--- config.mk ---
export PLATFORM = sky130hd
export DESIGN_NAME = hazard_stall_unit
export DESIGN_NICKNAME = d
export VERILOG_FILES = /design/src/rtl/hazard_stall_unit.sv
export SDC_FILE = /design/constraint.sdc
export NUM_CORES = 1
export LEC_CHECK = 0
export CAP_MARGIN = 5
export CORE_MARGIN = 1.5
export CORE_UTILIZATION = 46
export DETAILED_ROUTE_END_ITERATION = 12
export PLACE_DENSITY = 0.82
export SLEW_MARGIN = 10
export SYNTH_ARGS = -nofsm -noshare
export SYNTH_HDL_FRONTEND = slang
export SYNTH_SLANG_ARGS = --single-unit
--- constraint.sdc ---
create_clock -name clk -period 5 [get_ports clk]
set_input_delay 0.5 -clock clk [delete_from_list [all_inputs] [get_ports clk]]
set_output_delay 0.5 -clock clk [all_outputs]
set_load 0.1 [all_outputs]
--- src/rtl/hazard_stall_unit.sv ---
// Pipeline sequencing for the 5-stage MIPS core: load-use/branch/jump hazards,
// data-memory wait freeze with timeout, EX forwarding selects and a stall counter.
module hazard_stall_unit #(
  parameter int MEM_TIMEOUT = 16,
  parameter int CNT_W       = 16
) (
  input  logic             clk,
  input  logic             rst_n,
  input  logic [4:0]       id_rs,
  input  logic [4:0]       id_rt,
  input  logic             id_uses_rs,
  input  logic             id_uses_rt,
  input  logic             id_jump,
  input  logic [4:0]       ex_rs,
  input  logic [4:0]       ex_rt,
  input  logic [4:0]       ex_rd,
  input  logic             ex_regwrite,
  input  logic             ex_memtoreg,
  input  logic             ex_branch_taken,
  input  logic [4:0]       mem_rd,
  input  logic             mem_regwrite,
  input  logic             mem_req,
  input  logic             mem_ready,
  input  logic [4:0]       wb_rd,
  input  logic             wb_regwrite,
  output logic             pc_write,
  output logic             ifid_write,
  output logic             idex_write,
  output logic             exmem_write,
  output logic             memwb_write,
  output logic             ifid_flush,
  output logic             idex_flush,
  output logic [1:0]       fwd_a,
  output logic [1:0]       fwd_b,
  output logic [1:0]       state,
  output logic             mem_timeout,
  output logic [CNT_W-1:0] stall_cnt
);

  localparam logic [1:0] ST_RUN      = 2'b00;
  localparam logic [1:0] ST_MEM_WAIT = 2'b01;
  localparam logic [1:0] ST_ERROR    = 2'b10;
  localparam logic [7:0] TIMEOUT_LIM = 8'(MEM_TIMEOUT);
  localparam logic [CNT_W-1:0] CNT_ONE = {{(CNT_W-1){1'b0}}, 1'b1};

  logic [1:0]       state_q, state_d;
  logic [7:0]       wait_cnt_q, wait_cnt_d;
  logic             mem_timeout_q, mem_timeout_d;
  logic [CNT_W-1:0] stall_cnt_q, stall_cnt_d;

  logic load_use;
  logic mem_stall;
  logic in_error;

  function automatic logic [1:0] fwd_sel(input logic [4:0] src,
                                         input logic [4:0] m_rd, input logic m_we,
                                         input logic [4:0] w_rd, input logic w_we);
    logic [1:0] sel;
    sel = 2'b00;
    if (m_we && (m_rd != 5'd0) && (m_rd == src)) begin
      sel = 2'b10;
    end else if (w_we && (w_rd != 5'd0) && (w_rd == src)) begin
      sel = 2'b01;
    end
    return sel;
  endfunction

  always_comb begin
    load_use = ex_memtoreg && ex_regwrite && (ex_rd != 5'd0) &&
               ((id_uses_rs && (ex_rd == id_rs)) || (id_uses_rt && (ex_rd == id_rt)));
    in_error  = (state_q != ST_RUN) && (state_q != ST_MEM_WAIT);
    // The ready cycle of a pending access is not a stall; normal hazard rules apply.
    mem_stall = !mem_ready && ((state_q == ST_MEM_WAIT) || ((state_q == ST_RUN) && mem_req));
  end

  always_comb begin
    pc_write    = 1'b1;
    ifid_write  = 1'b1;
    idex_write  = 1'b1;
    exmem_write = 1'b1;
    memwb_write = 1'b1;
    ifid_flush  = 1'b0;
    idex_flush  = 1'b0;
    if (!rst_n || in_error || mem_stall) begin
      pc_write    = 1'b0;
      ifid_write  = 1'b0;
      idex_write  = 1'b0;
      exmem_write = 1'b0;
      memwb_write = 1'b0;
    end else if (ex_branch_taken) begin
      ifid_flush = 1'b1;
      idex_flush = 1'b1;
    end else if (load_use) begin
      pc_write   = 1'b0;
      ifid_write = 1'b0;
      idex_flush = 1'b1;
    end else if (id_jump) begin
      ifid_flush = 1'b1;
    end
  end

  always_comb begin
    fwd_a = 2'b00;
    fwd_b = 2'b00;
    if (rst_n) begin
      fwd_a = fwd_sel(ex_rs, mem_rd, mem_regwrite, wb_rd, wb_regwrite);
      fwd_b = fwd_sel(ex_rt, mem_rd, mem_regwrite, wb_rd, wb_regwrite);
    end
  end

  always_comb begin
    state_d       = state_q;
    wait_cnt_d    = wait_cnt_q;
    mem_timeout_d = mem_timeout_q;
    case (state_q)
      ST_RUN: begin
        if (mem_req && !mem_ready) begin
          state_d    = ST_MEM_WAIT;
          wait_cnt_d = 8'd1;
        end
      end
      ST_MEM_WAIT: begin
        if (mem_ready) begin
          state_d    = ST_RUN;
          wait_cnt_d = 8'd0;
        end else begin
          wait_cnt_d = wait_cnt_q + 8'd1;
          if (wait_cnt_d >= TIMEOUT_LIM) begin
            state_d       = ST_ERROR;
            mem_timeout_d = 1'b1;
          end
        end
      end
      default: begin
        // ERROR (and the unused encoding) is only left through reset.
        state_d = ST_ERROR;
      end
    endcase
    stall_cnt_d = stall_cnt_q;
    if (!pc_write && (stall_cnt_q != {CNT_W{1'b1}})) begin
      stall_cnt_d = stall_cnt_q + CNT_ONE;
    end
  end

  always_ff @(posedge clk or negedge rst_n) begin
    if (!rst_n) begin
      state_q       <= ST_RUN;
      wait_cnt_q    <= 8'd0;
      mem_timeout_q <= 1'b0;
      stall_cnt_q   <= '0;
    end else begin
      state_q       <= state_d;
      wait_cnt_q    <= wait_cnt_d;
      mem_timeout_q <= mem_timeout_d;
      stall_cnt_q   <= stall_cnt_d;
    end
  end

  assign state       = state_q;
  assign mem_timeout = mem_timeout_q;
  assign stall_cnt   = stall_cnt_q;

endmodule

==> flow_summary.ini <==
[run_status]
run_status = completed

[routing]
firstDrtPassIters = 4
wl_mm = 4.279
drt-initial-drc-count = 63
detail_route.wl_per_cell_um = 13.54
via_per_inst = 5.301
antenna_left = 0
drc = 0
dr_total_vias = 1675

[worst_setup_path]
worstSetupStartpoint = mem_rd[2]
end_kind = output port
path_common_cell = clkdlybuf4s50_1
slowest_stage = clkdlybuf4s50_1
worstPathCellList = clkdlybuf4s50_1 -> or4_1 -> o21ai_0 -> nor4_1 -> and2_1 -> clkdlybuf4s50_1
critPathBufInv = 2
cp_top_family = buffers and inverters
cp_max_fo = 3
worstSetupPathType = in2out
start_kind = input pin
worstPathArrival_ns = 2.97
slowest_delay_ns = 1.12
r2r-start = stall_cnt[0]
critPathRequiredTime_ns = 4.50

[timing]
slew_headroom_pct = 33.52
setup_ws_ns = 1.530
setup_tns_ns = 0
max_freq_mhz = 288.2
fin_skew_ns = 0.002710
hold_slack_ns = 0.4662
final_hold_viol_count = 0
drv_slew = 0
finalCritPeriodShare_pct = 69.41
rsz0062_at_grt = false
setup_viol = 0
period_needed_ns = 3.470
worstMarginPinSlew_ns = 0.9941

[clock_network]
clk_pin_slew_ns = 0.09
cts_setup_buffers = 0
cts_max_level = 1
postCtsHoldBufs = 0
cts_root_buf = clkbuf_8
cts_made_buffers = 3
cts_sinks = 27
insertion_delay_ns = 0.27
cts_tree = done
cts_resized = 0
clk_path_buf_depth = 2

[flow_run]
drv_cap = 0

[placed_design]
globalplace.congestion = 0.8732
placed_cells = 312
dp_hpwl_mm = 3.409
dpl-instance-area_mm2 = 0.002549
place_ws_ns = 1.530
port_buffers = 76

[pwr]
ir_worst_vdd_v = 0.0005830
finalPower_mw = 0.8607
p_seq_share_pct = 33.7
switchingPower_mw = 0.4163
p_comb_share_pct = 52.5
swShare_pct = 48.37
powerDensity_mw_per_mm2 = 331.7
p_int_mw = 0.4444
clkPwrFrac_pct = 13.8
leakagePower_nw = 1.064

[yosys]
syn_inst = 193
synthDistinctLibCells = 41
synth-main-ff-cell = dfrtp_1
synth_edf_count = 0
yosysWarnings = 0
synth.top_cell.area_share_pct = 37.87
avgSynthCellArea_um2 = 9.245
synth-seq-cells = 27
yosysSeqAreaShare_pct = 37.87
synth_area_mm2 = 0.001784
synth_nets = 242
ys_top_cells_by_area = dfrtp_1 38%, xnor2_1 15%, xor2_1 6.4%
async_reset_ff_share_pct = 100.0
post-synth-top-area-cell = dfrtp_1

[finish]
diodes = 0
fin_util_pct = 70.35
final_cell_area_mm2 = 0.002595
layoutNonFillerInstCount = 316
drive_gt1_share_pct = 8.209
layout.nets = 318
synthToLayoutAreaGrowth_pct = 45.44

[floorplanning]
core_area_mm2 = 0.003689
die_area_mm2 = 0.004261
pin_count = 77
start_util_pct = 48.37
row_count = 22
die_height_um = 65.28
die_w_um = 65.28

[grt]
antenna_found_initial = 0
grt_pass1_vias = 1596
grt_pass1_wl_mm = 7.141
grt_max_degree = 32
grt-ovfl-total = 0
grt_usage_pct = 21.03

[hold_path]
min_path_type = reg2reg
min_from = mem_timeout
-- cells in the mapped netlist (5+ instances only) --
cell / n
o21ai_0: 16
nand4_1: 9
inv_1: 5
nand2_1: 17
nand3_1: 7
nor2_1: 11
xor2_1: 13
xnor2_1: 31
dfrtp_1: 27
-- area by class of cell --
type                    count  area (um^2)
flip-flops and latches     27        675.6
repair buffers             77        745.7
clock buffers               3        41.29
well taps                  48        60.06
clock inverters             1        5.005
fillers                   288         1094
inverters                   5        18.77
multi-input cells         155         1049
-- power by group through the flow --
stage          logic [mW]  clock network (mW)  registers, mW
2_1_floorplan       0.123                   0          0.492
3_3_place_gp        0.449                   0          0.294
3_5_place_dp        0.453                   0          0.295
4_1_cts             0.454               0.126          0.291
5_1_grt             0.472               0.133          0.297
6_report            0.451               0.119          0.290
-- routing by layer --
metal | wire (um) | track usage, % | up-vias
met1 | 1875 | 26.93 | 789
met5 | 0 | 0 | -
met3 | 264 | 3.425 | 4
li1 | - | - | 832
met4 | 55 | 5.990 | 0
met2 | 2083 | 36.61 | 50
-- sequential cells by signal (all words and copies together) (netlist names) --
signal	count
state	2
stall_cnt	16
wait_cnt_q	8
mem_timeout	1
-- worst reg2reg max path: cells and delay by family, from the launching register on --
family	cells	cell delay, ns
compound gates	2	0.50
flops	1	0.42
mux	1	0.29
simple gates	2	0.63
fa+ha+maj	1	0.21
-- final timing paths --
check	endpoint	slack (ns)	cells past startpoint
min	mem_timeout	0.47	1
max in group asynchronous	state[1]	4.11	2
max	fwd_a[1]	1.53	6
min reg2reg	mem_timeout	0.47	1
max reg2reg	stall_cnt[1]	2.85	6
min in group asynchronous	stall_cnt[6]	0.61	2
-- cells by family after synthesis --
logic type / after synthesis / synth area share [%]
AND/OR/NAND/NOR: 70 / 21.32
AO/OA/AOI/OAI: 38 / 13.82
XOR/XNOR: 44 / 21.60
buffers and inverters: 11 / 3.366
flip-flops: 27 / 37.87
multiplexers: 1 / 0.6311
adder cells (fa/ha/maj): 2 / 1.402
-- cells in the final DEF (no fill, tap or decap), types with 2 or more instances in the layout --
cell,count
dfrtp_1,27
inv_1,5
o21ai_0,16
a21o_1,4
clkbuf_8,3
nor2_1,11
nand2b_1,2
and3_1,4
xnor2_1,31
and2_1,2
nor3_1,3
o21bai_1,2
or4_1,4
nand2_1,17
ha_1,2
buf_4,10
xor2_1,13
nand4_1,9
nor4_1,3
clkdlybuf4s50_1,67
a21oi_1,4
nand3_1,7
a31oi_1,3
No activity file was read; power rests on OpenSTA's default activity.
